$ cat src/rtl/sync_fifo_mem_if.sv
// Handshake bundle between a producer/consumer and sync_fifo_mem.
interface sync_fifo_mem_if #(
    parameter int unsigned DATASIZE = 32,
    parameter int unsigned ADDRSIZE = 5
);
    logic                wclken;
    logic [DATASIZE-1:0] wdata;
    logic                rinc;
    logic [DATASIZE-1:0] rdata;
    logic                rvalid;
    logic                wfull;
    logic                rempty;
    logic                afull;
    logic                aempty;
    logic [ADDRSIZE:0]   count;
    logic                overflow;
    logic                underflow;

    // Producer/consumer side.
    modport master (
        output wclken, wdata, rinc,
        input  rdata, rvalid, wfull, rempty, afull, aempty, count, overflow, underflow
    );

    // FIFO side.
    modport slave (
        input  wclken, wdata, rinc,
        output rdata, rvalid, wfull, rempty, afull, aempty, count, overflow, underflow
    );
endinterface

$ cat src/rtl/sync_fifo_mem.sv
// Single-clock FIFO: dual-port array, wrap-bit pointers, registered read port,
// registered occupancy flags and sticky overflow/underflow.
module sync_fifo_mem #(
    parameter int unsigned DATASIZE      = 32,
    parameter int unsigned ADDRSIZE      = 5,
    parameter int unsigned AFULL_THRESH  = (1 << ADDRSIZE) - 4,
    parameter int unsigned AEMPTY_THRESH = 4
) (
    input  logic               wclk,
    input  logic               wrst,
    sync_fifo_mem_if.slave     bus
);
    localparam int unsigned DEPTH = 1 << ADDRSIZE;
    localparam int unsigned PW    = ADDRSIZE + 1;

    localparam logic [PW-1:0] DEPTH_C  = PW'(DEPTH);
    localparam logic [PW-1:0] AFULL_C  = PW'(AFULL_THRESH);
    localparam logic [PW-1:0] AEMPTY_C = PW'(AEMPTY_THRESH);

    logic [DATASIZE-1:0] mem [DEPTH];
    logic [PW-1:0]       wptr;
    logic [PW-1:0]       rptr;
    logic [PW-1:0]       wptr_nxt;
    logic [PW-1:0]       rptr_nxt;
    logic [PW-1:0]       count_nxt;
    logic                wr_ok;
    logic                rd_ok;

    // Accept decisions gated by the pre-edge flags, and the next pointer/occupancy.
    always_comb begin
        wr_ok     = bus.wclken && !bus.wfull;
        rd_ok     = bus.rinc && !bus.rempty;
        wptr_nxt  = wptr + PW'(wr_ok);
        rptr_nxt  = rptr + PW'(rd_ok);
        count_nxt = wptr_nxt - rptr_nxt;
    end

    // Storage write port; contents survive reset since reads never reach stale words.
    always_ff @(posedge wclk) begin
        if (wr_ok) begin
            mem[wptr[ADDRSIZE-1:0]] <= bus.wdata;
        end
    end

    // Pointers, occupancy flags, registered read port and sticky errors.
    always_ff @(posedge wclk or posedge wrst) begin
        if (wrst) begin
            wptr          <= '0;
            rptr          <= '0;
            bus.count     <= '0;
            bus.wfull     <= 1'b0;
            bus.rempty    <= 1'b1;
            bus.afull     <= 1'b0;
            bus.aempty    <= 1'b1;
            bus.rdata     <= '0;
            bus.rvalid    <= 1'b0;
            bus.overflow  <= 1'b0;
            bus.underflow <= 1'b0;
        end else begin
            wptr          <= wptr_nxt;
            rptr          <= rptr_nxt;
            bus.count     <= count_nxt;
            bus.wfull     <= (count_nxt == DEPTH_C);
            bus.rempty    <= (count_nxt == '0);
            bus.afull     <= (count_nxt >= AFULL_C);
            bus.aempty    <= (count_nxt <= AEMPTY_C);
            bus.rvalid    <= rd_ok;
            if (rd_ok) begin
                bus.rdata <= mem[rptr[ADDRSIZE-1:0]];
            end
            bus.overflow  <= bus.overflow  | (bus.wclken & bus.wfull);
            bus.underflow <= bus.underflow | (bus.rinc & bus.rempty);
        end
    end
endmodule

$ cat src/flat_wrapper.sv
// flat-port wrapper written by rule: the top's interface ports become plain ports
module sync_fifo_mem_flat 
#(
    parameter int unsigned DATASIZE      = 32,
    parameter int unsigned ADDRSIZE      = 5,
    parameter int unsigned AFULL_THRESH  = (1 << ADDRSIZE) - 4,
    parameter int unsigned AEMPTY_THRESH = 4
)
  (wclk, wrst, bus_wclken, bus_wdata, bus_rinc, bus_rdata, bus_rvalid, bus_wfull, bus_rempty, bus_afull, bus_aempty, bus_count, bus_overflow, bus_underflow);
  sync_fifo_mem_if #(.DATASIZE(DATASIZE), .ADDRSIZE(ADDRSIZE)) bus_i ();
  input  logic wclk;
  input  logic wrst;
  input wire logic [$bits(bus_i.wclken)-1:0] bus_wclken;
  input wire logic [$bits(bus_i.wdata)-1:0] bus_wdata;
  input wire logic [$bits(bus_i.rinc)-1:0] bus_rinc;
  output wire logic [$bits(bus_i.rdata)-1:0] bus_rdata;
  output wire logic [$bits(bus_i.rvalid)-1:0] bus_rvalid;
  output wire logic [$bits(bus_i.wfull)-1:0] bus_wfull;
  output wire logic [$bits(bus_i.rempty)-1:0] bus_rempty;
  output wire logic [$bits(bus_i.afull)-1:0] bus_afull;
  output wire logic [$bits(bus_i.aempty)-1:0] bus_aempty;
  output wire logic [$bits(bus_i.count)-1:0] bus_count;
  output wire logic [$bits(bus_i.overflow)-1:0] bus_overflow;
  output wire logic [$bits(bus_i.underflow)-1:0] bus_underflow;
  assign bus_i.wclken = bus_wclken;
  assign bus_i.wdata = bus_wdata;
  assign bus_i.rinc = bus_rinc;
  assign bus_rdata = bus_i.rdata;
  assign bus_rvalid = bus_i.rvalid;
  assign bus_wfull = bus_i.wfull;
  assign bus_rempty = bus_i.rempty;
  assign bus_afull = bus_i.afull;
  assign bus_aempty = bus_i.aempty;
  assign bus_count = bus_i.count;
  assign bus_overflow = bus_i.overflow;
  assign bus_underflow = bus_i.underflow;
  sync_fifo_mem #(.DATASIZE(DATASIZE), .ADDRSIZE(ADDRSIZE), .AFULL_THRESH(AFULL_THRESH), .AEMPTY_THRESH(AEMPTY_THRESH)) u_core (.wclk(wclk), .wrst(wrst), .bus(bus_i));
endmodule
$ cat config.mk
export PLATFORM = sky130hd
export DESIGN_NAME = sync_fifo_mem_flat
export DESIGN_NICKNAME = d
export VERILOG_FILES = /design/src/rtl/sync_fifo_mem_if.sv /design/src/rtl/sync_fifo_mem.sv /design/src/flat_wrapper.sv
export SDC_FILE = /design/constraint.sdc
export NUM_CORES = 1
export LEC_CHECK = 0
export CAP_MARGIN = 0
export CORE_MARGIN = 2
export CORE_UTILIZATION = 35
export DETAILED_ROUTE_END_ITERATION = 10
export DONT_BUFFER_PORTS = 1
export MAX_ROUTING_LAYER = met4
export PLACE_DENSITY_LB_ADDON = 0.3
export SETUP_SLACK_MARGIN = 0.5
export SYNTH_ARGS = -nofsm -noshare
export SYNTH_HDL_FRONTEND = slang
export SYNTH_SLANG_ARGS = --single-unit
$ cat constraint.sdc
create_clock -name wclk -period 3.8 [get_ports wclk]
set_input_delay 0.38 -clock wclk [delete_from_list [all_inputs] [get_ports wclk]]
set_output_delay 0.38 -clock wclk [all_outputs]
set_load 0.01 [all_outputs]
==> results.cfg <==
[status]
status = finished, final reports clean

[floorplan]
pin_count = 81
die-width_um = 349.1
initial_utilization = 0.3531
die_h_um = 349.1
num_rows = 126
die-area_sq_um = 121900
core-area_sq_um = 118100

[final_layout]
nNetsFinal = 2233
fin_util = 0.4077
syn2layout_area_growth_pct = 15.46
finalNonFillerCells = 3815
fillCellCount = 10280
finalInstanceArea_sq_um = 48140
drive_above_1_share = 0.2047

[min_path]
min_path_type = in2async

[clocking]
cts_num_sinks = 1081
clockRootBuffer = clkbuf_16
cts_hold_buf = 43
cts_resized = 0
cts_buffer_depth = 3
numCtsBuffers = 103
post_cts_buffers = 0
cts_tree = yes
clk_pin_slew_ps = 60
clk_latency_ps = 690
h-tree-depth = 3

[sta]
hold_violations = 0
maxSlewViolCount = 0
min_period_ps = 2957
setup_tns_ps = 0
worstMarginPinSlew_ps = 1216
slew-limit-headroom = 0.1867
rsz0062_at_grt = false
max_clock_freq_mhz = 338.2
fin_skew_ps = 33.72
finalCritPeriodShare = 0.7782
setup_viol = 0
layout_setup_ws_ps = 842.9
fin_hold_ws_ps = 221.0

[global_routing]
grt_max_degree = 111
grt_overflow_total = 0
grt_usage = 0.1740
grt_antenna_before_repair = 5
grt_pass1_wl_mm = 148.5
first_global_vias = 21100

[power]
p_per_area_nw_per_um2 = 738.0
power_frac_seq = 0.426
pwr-share-clk = 0.288
netSwitchingPower_mw = 11.36
p_leak_nw = 15.63
power.internal_mw = 24.17
switching_share = 0.3197
vdd_drop_max_uv = 666.9
power_mw = 35.53
combinationalPowerShare = 0.286

[routing]
drtPass1Iterations = 6
remaining_drc_errors = 0
wl_per_cell_um = 27.24
drt-initial-drc-count = 2065
routed-via-count = 20560
routed_wl_mm = 103.9
ant_nets = 0
viasPerCell = 5.389

[logic_synthesis]
synth_ff_type = edfxtp_1
synthTopCellsByCount = edfxtp_1, mux2i_1, a22oi_1, a21oi_1, mux4_2
synth_nets = 2135
seq_area_frac_synth = 0.7718
synth_area_sq_um = 41690
yosys.area.top_type = edfxtp_1
synth_edf_count = 1024
syn-mean-instance-area_sq_um = 19.96
synth_top_cell_area_share = 0.7375
ys_ff_latch = 1081
yosys_warnings = 0
ys_types = 44
synth_area_leaders = edfxtp_1, mux4_2, mux2i_1, dfrtp_1, a22oi_1
synth_cells = 2089
synthArstFlopShare = 0.05273
yosysMostFrequentCell = edfxtp_1

[worst_setup_path]
crit_path_cell_trace = nor2b_1, ha_1, inv_1, ha_1, inv_1, fa_1, maj3_1, a21oi_1, xnor2_1, a31o_2
crit_fanout = 6
critPathMaxStageDelay_ps = 440
worstPathArrival_ps = 3570
slowest_stage = dfrtp_1
worst_ep_required_time_ps = 4410
crit_type = reg2reg
cp-start-kind = flip-flop
critPathCaptureType = flip-flop

[placed_design]
io_buffers = 0
placed_cells = 3575
gp_congestion = 0.7528
place_hpwl_mm = 58.21
dpl_worst_slack_ps = 850.0
placed_area_sq_um = 44220

[flow_run]
drv_cap = 0
[metal layers]
layer  part of all wire  global-route usage  wire length [um]  up-vias
met4              0.027             0.05208              2801        0
li1                   -                   -                 -     8811
met3              0.070             0.03390              7278      164
met1               0.41              0.2179             42120    10850
met2               0.50              0.2867             51700      734
met5                  0                   -                 0        -
[placed cells by master, fill, tap and decap left out, types with 3 or more instances in the layout]
| master | synthesis | layout |
|---|---|---|
| edfxtp_1 | 1024 | 1024 |
| mux2i_1 | 256 | 256 |
| a22oi_1 | 160 | 160 |
| a21oi_1 | 131 | 131 |
| mux4_2 | 128 | 128 |
| clkbuf_16 | 0 | 103 |
| dfrtp_1 | 55 | 50 |
| buf_4 | 22 | 48 |
| buf_12 | 0 | 37 |
| dlygate4sd3_1 | 0 | 35 |
| nor2_4 | 0 | 34 |
| nor3_1 | 33 | 33 |
| mux2_2 | 32 | 32 |
| a221oi_1 | 32 | 32 |
| clkinv_2 | 0 | 22 |
| clkbuf_1 | 62 | 19 |
| clkinv_1 | 0 | 19 |
| ha_1 | 9 | 9 |
| bufinv_16 | 0 | 9 |
| inv_1 | 9 | 8 |
| xnor2_1 | 6 | 6 |
| clkbuf_8 | 0 | 6 |
| nand2_1 | 6 | 5 |
| nand3b_1 | 5 | 5 |
| xor2_1 | 4 | 4 |
| nand3_1 | 4 | 4 |
| inv_6 | 0 | 4 |
| clkinv_4 | 0 | 4 |
| clkinvlp_4 | 0 | 4 |
| diode_2 | 0 | 3 |
| nor2b_4 | 0 | 3 |
| xor2_2 | 3 | 3 |
| or3b_2 | 3 | 3 |
| clkinv_16 | 0 | 3 |
| dfrtp_2 | 0 | 3 |
[state kept, by name, summed over array words and instances (netlist names)]
signal                count
u_core.bus.rdata         32
u_core.bus.aempty         1
u_core.bus.rempty         1
u_core.bus.wfull          1
u_core.rptr               6
u_core.bus.afull          1
u_core.wptr               6
u_core.bus.underflow      1
u_core.mem             1024
u_core.bus.count          6
u_core.bus.overflow       1
u_core.bus.rvalid         1
[power by group through the flow]
| stage | clock [mW] | combinational, mW | sequential [mW] |
|---|---|---|---|
| 2_1_floorplan | 0 | 7.30 | 14.8 |
| 3_3_place_gp | 0 | 9.96 | 15.3 |
| 3_5_place_dp | 0 | 10.1 | 15.4 |
| 4_1_cts | 10.4 | 10.3 | 15.1 |
| 5_1_grt | 10.9 | 10.9 | 15.2 |
| 6_report | 10.2 | 10.2 | 15.1 |
[cell type report]
class	instances	area [sq um]	share of cell area
antenna	3	7.507	0.0001560
clock buffer	128	2731	0.05674
clock inverter	66	669.4	0.01391
inverter	10	38.79	0.0008058
multi-input combinational	871	9126	0.1896
sequential	1081	32190	0.6687
tap	1536	1922	0.03993
timing repair buffer	120	1451	0.03015
[final timing paths]
path	start	to	slack, ps	cells after the start
hold / removal	wrst	u_core.wptr[2]	220	2
min in group wclk	bus_wclken	u_core.wptr[0]	250	2
hold reg to reg	u_core.wptr[5]	u_core.wptr[5]	520	1
max in group asynchronous	wrst	u_core.bus.rdata[10]	2570	3
setup reg to reg	u_core.bus.wfull	u_core.bus.afull	840	10
setup / recovery	u_core.bus.wfull	u_core.bus.afull	840	10
[cell families (layout without fill, tap and decap cells)]
| kind of cell | Yosys count | count (layout) | synth area share |
|---|---|---|---|
| other | 0 | 3 | 0 |
| AO/OA/AOI/OAI | 328 | 328 | 0.05240 |
| multiplexers | 416 | 416 | 0.1392 |
| buffers and inverters | 137 | 324 | 0.01630 |
| XOR/XNOR | 15 | 15 | 0.004322 |
| adder cells (fa/ha/maj) | 12 | 12 | 0.003691 |
| AND/OR/NAND/NOR | 100 | 100 | 0.01224 |
| flip-flops | 1081 | 1081 | 0.7718 |
[critical path, delay by kind of cell, from the launching register on]
| kind | cells | cell delay [ps] |
|---|---|---|
| simple gates | 1 | 370 |
| fa+ha+maj | 4 | 1270 |
| xor+xnor | 1 | 280 |
| buf+inv | 2 | 140 |
| flops | 1 | 440 |
| compound gates | 2 | 410 |
Note: power is estimated with default switching activity, not from simulation.
